## config.mk

```make
export PLATFORM = sky130hd
export DESIGN_NAME = fpu_wb_buffer
export DESIGN_NICKNAME = d
export VERILOG_FILES = /design/src/rtl/fpu_wb_buffer.sv
export SDC_FILE = /design/constraint.sdc
export NUM_CORES = 1
export LEC_CHECK = 0
export CORE_ASPECT_RATIO = 1.75
export CORE_UTILIZATION = 57
export CTS_CLUSTER_DIAMETER = 30
export DETAILED_ROUTE_END_ITERATION = 10
export GPL_ROUTABILITY_DRIVEN = 1
export HOLD_SLACK_MARGIN = 0.02
export PLACE_DENSITY = 0.84
export SLEW_MARGIN = 30
export SYNTH_ARGS = -nofsm -noshare
export SYNTH_HDL_FRONTEND = slang
export SYNTH_SLANG_ARGS = --single-unit
```

## constraint.sdc

```tcl
create_clock -name clk -period 10.17 [get_ports clk]
set_input_delay 2.034 -clock clk [delete_from_list [all_inputs] [get_ports clk]]
set_output_delay 2.034 -clock clk [all_outputs]
set_load 0.03 [all_outputs]
```

## src/rtl/fpu_wb_buffer.sv

```systemverilog
// FPU-to-GPR writeback queue: holds FPU results bound for integer rd and drains the
// head whenever neither ALU nor CSR writeback owns the port. Head visible one cycle after push.
module fpu_wb_buffer #(
  parameter int DEPTH = 4
) (
  input  logic        clk,
  input  logic        rst_l,
  input  logic        flush,
  input  logic        fpu_result_valid,
  input  logic [31:0] fpu_result_data,
  input  logic [4:0]  fpu_result_rd,
  input  logic        alu_wb_active,
  input  logic        csr_wb_active,
  output logic        fpu_complete_rd,
  output logic [31:0] fpu_result_rd_w,
  output logic [4:0]  fpu_rd_addr,
  output logic        fpu_wb_ready,
  output logic [31:0] rd_busy,
  output logic [3:0]  occupancy,
  output logic        overflow_err
);

  localparam int PW = (DEPTH > 1) ? $clog2(DEPTH) : 1;
  localparam logic [3:0] DEPTH_C = 4'(DEPTH);

  logic [31:0]   data_q [DEPTH];
  logic [4:0]    rd_q   [DEPTH];
  logic [PW-1:0] head_q, head_d, tail_q, tail_d;
  logic [3:0]    count_q, count_d, count_vis;
  logic          ovf_q, ovf_d;
  logic          port_free, pop, push_req, push;
  logic [PW-1:0] rel;

  always_comb begin
    port_free = ~alu_wb_active & ~csr_wb_active;
    // Outputs read as empty while reset is held so a mid-stall reset never emits a write.
    count_vis = rst_l ? 4'd0 : count_q;
    fpu_complete_rd = (count_vis != 4'd0) & port_free & ~flush;
    pop      = fpu_complete_rd;
    push_req = fpu_result_valid & (fpu_result_rd != 5'd0) & ~flush;
    push     = push_req & ((count_q < DEPTH_C) | pop);

    head_d  = pop  ? head_q + PW'(1) : head_q;
    tail_d  = push ? tail_q + PW'(1) : tail_q;
    count_d = count_q;
    unique case ({push, pop})
      2'b10:   count_d = count_q + 4'd1;
      2'b01:   count_d = count_q - 4'd1;
      default: count_d = count_q;
    endcase
    ovf_d = ovf_q | (push_req & ~push);
    if (flush) begin
      head_d  = '0;
      tail_d  = '0;
      count_d = '0;
    end

    fpu_result_rd_w = (count_vis != 4'd0) ? data_q[head_q] : 32'd0;
    fpu_rd_addr     = (count_vis != 4'd0) ? rd_q[head_q]   : 5'd0;
    fpu_wb_ready    = (count_vis < DEPTH_C);
    occupancy       = count_vis;
    overflow_err    = ovf_q;

    rd_busy = '0;
    rel     = '0;
    for (int i = 0; i < DEPTH; i++) begin
      // Entry i is live when its distance from head is below the count.
      rel = PW'(i) - head_q;
      if (4'(rel) < count_vis) rd_busy[rd_q[i]] = 1'b1;
    end
    rd_busy[0] = 1'b0;
  end

  always_ff @(posedge clk) begin
    if (rst_l) begin
      head_q  <= '0;
      tail_q  <= '0;
      count_q <= '0;
      ovf_q   <= 1'b0;
    end else begin
      head_q  <= head_d;
      tail_q  <= tail_d;
      count_q <= count_d;
      ovf_q   <= ovf_d;
    end
  end

  always_ff @(posedge clk) begin
    if (push) begin
      data_q[tail_q] <= fpu_result_data;
      rd_q[tail_q]   <= fpu_result_rd;
    end
  end

endmodule

```

== Yosys cells after proc, flatten, opt, wreduce, memory -nomap -nowiden ==
Memories as Yosys holds them, arrays and structs flattened. A register that Yosys moved wholly into a read port is not among the register bits.
Index checks and enable logic that the tools add are counted.

* Bits of input ports: 43
* Logic and storage cells: 76
* Output and inout port bits: 76
* Memories: 2
* Bits in writable memories: 148
* Flip-flop bits (word level): 9

* Bitwise logic cells: 16
* Multiplexer cells: 22
* Add/sub/neg operators: 8
* Equality and inequality tests: 2
* Magnitude comparators: 14
* Reduce and logical (&&, ||, !) cells: 8

{| class="wikitable"
|+ Memory list
! name !! words !! width !! rd ports !! clocked after memory_dff !! write ports !! RTL line !! RTL
|-
| data_q || 4 || 32 || 1 || 1 || 1 || 26 || <nowiki>logic [31:0] data_q [DEPTH];</nowiki>
|-
| rd_q || 4 || 5 || 5 || 1 || 1 || 27 || <nowiki>logic [4:0] rd_q [DEPTH];</nowiki>
|}

{| class="wikitable"
|+ Operators with widths
! operator !! count
|-
| $mux 32 || 5
|-
| $or 32x32->32 || 3
|-
| $lt 5x6->1 const B || 4
|-
| $demux 1 s5 || 4
|-
| $ge 5x1->1 const B || 4
|-
| $lt 2x4->1 || 4
|-
| $lt 4x3->1 const B || 2
|-
| $mux 2 || 4
|-
| $pmux 4 s2 || 1
|-
| $and 1x1->1 || 7
|-
| $mux 1 || 6
|-
| $mux 5 || 1
|-
| $reduce_bool 5->1 || 1
|-
| $add 2x1->2 const B || 2
|-
| $add 4x1->4 const B || 1
|-
| $logic_and 1x1->1 || 4
|-
| $mux 4 || 1
|-
| $not 1->1 || 4
|-
| $reduce_bool 4->1 || 1
|-
| $sub 1x2->2 const A || 2
|-
| $sub 2x2->2 const A || 2
|-
| $sub 4x1->4 const B || 1
|-
| $eq 2x1->1 const B || 1
|-
| $eq 2x2->1 const B || 1
|-
| other kinds (3) || 4
|}

== Logic depth before layout (Yosys ltp) ==
An unclocked memory read counts as a cell.

* Depth after elaboration: 12
* Gate-level depth with buffers: 11
* Mapped depth without buffers: 10

== Least setup slack after synthesis ==
Ideal clock, no wire load.

* Path kind: input port to output port
* Start point: input rst_l
* End point: output rd_busy[10]
* Data required time: 8.136 ns
* Cell stages on the path: 10
* Buffers on the path: 3
* Arrival time: 4.202 ns
* Setup slack: 3.934 ns
* Cell sequence: buf_6 -> clkbuf_1 -> nand2b_1 -> ha_1 -> and4bb_1 -> or3_1 -> and3b_1 -> clkbuf_1 -> a22oi_1 -> o221ai_1

* Cells in the longest elaborated chain, start to end: 9
* Elaborated cells on any way between the ends: 12
* Those cells by class: order compare: 4; mux: 5; bitwise: 3

{| class="wikitable"
|+ RTL lines
! element !! RTL line !! RTL
|-
| start, declared || 7 || <nowiki>input logic rst_l,</nowiki>
|-
| $mux 4 (*) || 37 || <nowiki>count_vis = rst_l ? 4'd0 : count_q;</nowiki>
|-
| $lt 2x4->1 || 69 || <nowiki>if (4'(rel) < count_vis) rd_busy[rd_q[i]] = 1'b1;</nowiki>
|-
| $mux 32 || 69 ||
|-
| $or 32x32->32 (no source line) || - ||
|-
| $mux 32 || 69 ||
|-
| $or 32x32->32 (no source line) || - ||
|-
| $mux 32 || 69 ||
|-
| $or 32x32->32 (no source line) || - ||
|-
| $mux 32 (*) || 69 ||
|-
| end, declared || 18 || <nowiki>output logic [31:0] rd_busy,</nowiki>
|}

Mark *: on every way between the ends. The rest lies on a longest branch, timed or not.

== Final worst setup path ==
* Start point: input rst_l
* End point: output rd_busy[5]

The elaborated chain is that of the path after synthesis.

==> impl_results.md <==
* Htree depth at 4
* Num CTS Buffers at 17
* GR met1 Demand/Resource at 35.6%
* Worst hold slack at 0.473 ns
* XOR/XNOR Fraction of Synth Area at 0.586%
* Overall routing resource usage at 34.3%
* Largest family of logic cells by synthesized area: simple AND/OR/NAND/NOR gates
* Port buffer count at 117
* CP dominant cell by count: clkdlybuf4s50_1
* Final Hold Fails at 0
* Top cell type's share of synthesized area at 59.5%
* Vias in the first global route at 5,250
* Skew final at 0.00879 ns
* Via count at 5,134
* Max_cap viols at 0
* Most frequent cell after synthesis: edfxtp_1
* Total grt overflow at 0
* Synth async-reset ratio at 0%
* N_diodes at 0
* GR peak layer: met2
* CP Cell Sequence: clkdlybuf4s50_1 > nand2b_1 > ha_1 > and4bb_1 > or3_1 > nand3b_1 > o22ai_1 > a221o_1 > clkdlybuf4s50_1
* Post-synthesis compound-gate area fraction at 8.47%
* Count of cell types in the netlist at 58
* Die area at 0.0136 mm^2
* CP max stage cell: clkdlybuf4s50_1
* Drt initial violations at 429
* 1st-pass router iterations at 5
* Mean Syn Cell Area at 14.8 um^2
* Slew headroom at 32.5%
* Largest net degree at the start of global routing at 38
* Post-route ant nets at 0
* Post-synthesis adder-cell area fraction at 1.61%
* Post-CTS Setup Repair Bufs at 0
* Most instantiated cells after synthesis: edfxtp_1 (148), nor2b_1 (42), mux4_2 (37)
* Placed instance area at 0.00880 mm^2
* Crit path required time at 8.14 ns
* Skew-Pair Late Insertion Delay at 0.43 ns
* Critical path peak fanout at 20
* Outcome: completed
* Crit path kind: in -> out
* Met2 Use GR at 60.1%
* Critical R2R Capture: data_q[0][3]
* Antenna violations before repair at 0
* CP peak stage delay at 0.94 ns
* Unrepaired setup endpoints after global routing: false
* Nets at 665
* CP Capture Point: rd_busy[5]
* R2R depth at 5
* Starting utilization of the core area at 58.1%
* Chip Width at 88.6 um
* Mapped Area at 0.00747 mm^2
* Area of the core at 0.0129 mm^2
* Post-CTS sizing at 0
* Finished Core Util at 73.6%
* Maximum clock path buffer count at 2
* Final max-slew violation count at 0
* CP delay by family, top: buffers and inverters
* Final wirelength at 21,500 um
* Vias per cell at 6.45
* FP Rows at 55
* Worst VDD drop at 0.184 mV
* Worst setup margin at 2.68 ns
* DRC at 0
* Setup violators final at 0
* Arr. time, crit path at 5.46 ns
* Hold-fix buffers, CTS at 0
* Layout cells sized above 1 at 15.8%
* Clk slew on worst S/H paths at 0.06 ns
* Synth Area in Simple Gates at 12.8%
* Critical path capture point type: output port
* Sequential-to-total area share from yosys stat at 62.4%
* I/O Pins at 119
* Chip Height at 153 um
* Syn_nets at 556
* WL/cell at 27.0 um
* Clk sinks at 159
* Critical Path Start: rst_l
* Internal reg-to-reg setup slack at 7.82 ns
* CP bufs+invs at 2
* Setup tns final at 0 ns
* Area grow syn2layout at 26.8%
* Minimum clock period at 7.49 ns
* Largest area contributor in the netlist: edfxtp_1
* Mux share of post-synthesis cell area at 11.4%
* CTS tree: done
* WP depth at 9
* Crit path launch type: input pin
* Top FF cell, synth: edfxtp_1
* Global placer's final weighted congestion at 1.06
* Worst Hold Class: reg -> reg
* Pwr Density at 157 mW/mm^2
* Fillcell total at 809
* Synth warnings at 0
* Main area contributors after synthesis: edfxtp_1 (59%), mux4_2 (11%), nor2b_1 (3.5%), dfxtp_1 (2.9%), a22oi_1 (2.0%)
* Clk root buf: clkbuf_16
* Slew @ Worst Pin at 1.01 ns
* Pleak at 0.00301 uW
* First-pass GRT wire length at 32,300 um
* Final instance area at 0.00948 mm^2
* Yosys reg bits at 159
* DP Wirelength at 13,900 um
* Cells after synthesis at 504
* Achievable Freq at 134 MHz
* Setup slack after placement at 2.79 ns
* Number of synthesized flops with an enable pin at 148
* R2R Path Start: count_q[3]
* Global Route met3 Usage at 9.45%
* Fin crit share at 73.7%
## layout by cell type (no fill, tap or decap), drive strengths merged, types with 2 or more instances in the layout
master and n:
nor2 29, mux2i 2, and3b 5, and2 6, and3 3, o21ai 5
or3b 4, clkinvlp 2, nand2b 6, nor3 7, bufinv 5, a211o 7
o22ai 9, clkbuf 18, or2 2, nand2 26, edfxtp 148, ha 8
clkinv 5, nand3 6, nor3b 7, a21oi 2, mux4 37, nor4b 2
nor2b 42, dfxtp 11, or4 3, buf 4, a21o 4, clkdlybuf4s50 117
a221o 4, o211ai 18, nand3b 7, a22oi 20, or3 3, o221ai 5
inv 17, xnor2 5
## kinds of logic (layout without fill, tap and decap cells)
logic type | count (synthesis) | after routing
AO/OA/AOI/OAI | 81 | 81
XOR/XNOR | 5 | 5
adder cells (fa/ha/maj) | 9 | 9
buffers and inverters | 47 | 168
flip-flops | 159 | 159
multiplexers | 39 | 39
other | 1 | 1
AND/OR/NAND/NOR | 163 | 163
## layout make-up
cell class	instances	area (um^2)	area share, %
repair buffers	121	1220	12.9
clock buffers	18	429	4.53
inverters	16	65.1	0.687
well taps	171	214	2.26
multi-input cells	298	2670	28.1
flip-flops and latches	159	4670	49.2
clock inverters	13	214	2.26
## tightest hold or removal path: cells and delay by family, from the launching register on
family          cells  cell delay [ns]
flops               1             0.32
buf+inv             1             0.06
compound gates      1             0.05
## worst min path at each step
stage	cells after the start	end	slack [ns]	startpoint
6_report	2	overflow_err	0.47	overflow_err
5_1_grt	2	overflow_err	0.49	overflow_err
4_1_cts	2	overflow_err	0.47	overflow_err
3_5_place_dp	2	overflow_err	0.46	overflow_err
3_3_place_gp	2	overflow_err	0.44	overflow_err
2_1_floorplan	2	count_q[3]	0.50	count_q[3]
## registers in the layout (all words and copies together) (netlist names), named ones only
| signal | flops |
|---|---|
| count_q | 4 |
| data_q | 128 |
| head_q | 2 |
| overflow_err | 1 |
| rd_q | 20 |
| tail_q | 2 |
## where the power goes
part           internal (uW)  total [uW]  switching [uW]
registers                725         730            5.62
clock network            435         685             250
logic                   32.6        67.6            35.0
## layer usage
layer,wire (um),up-vias
li1,-,2196
met1,6820,2553
met2,11900,300
met3,1490,85
met4,1340,0
met5,0,-
## through the flow
step                instances  total power (uW)
finish                    796              1480
global route              796              1520
CTS                       795              1490
detailed placement        764               809
global placement          763               803
floorplan                 504               771
Power figures use the tool's default switching activity.
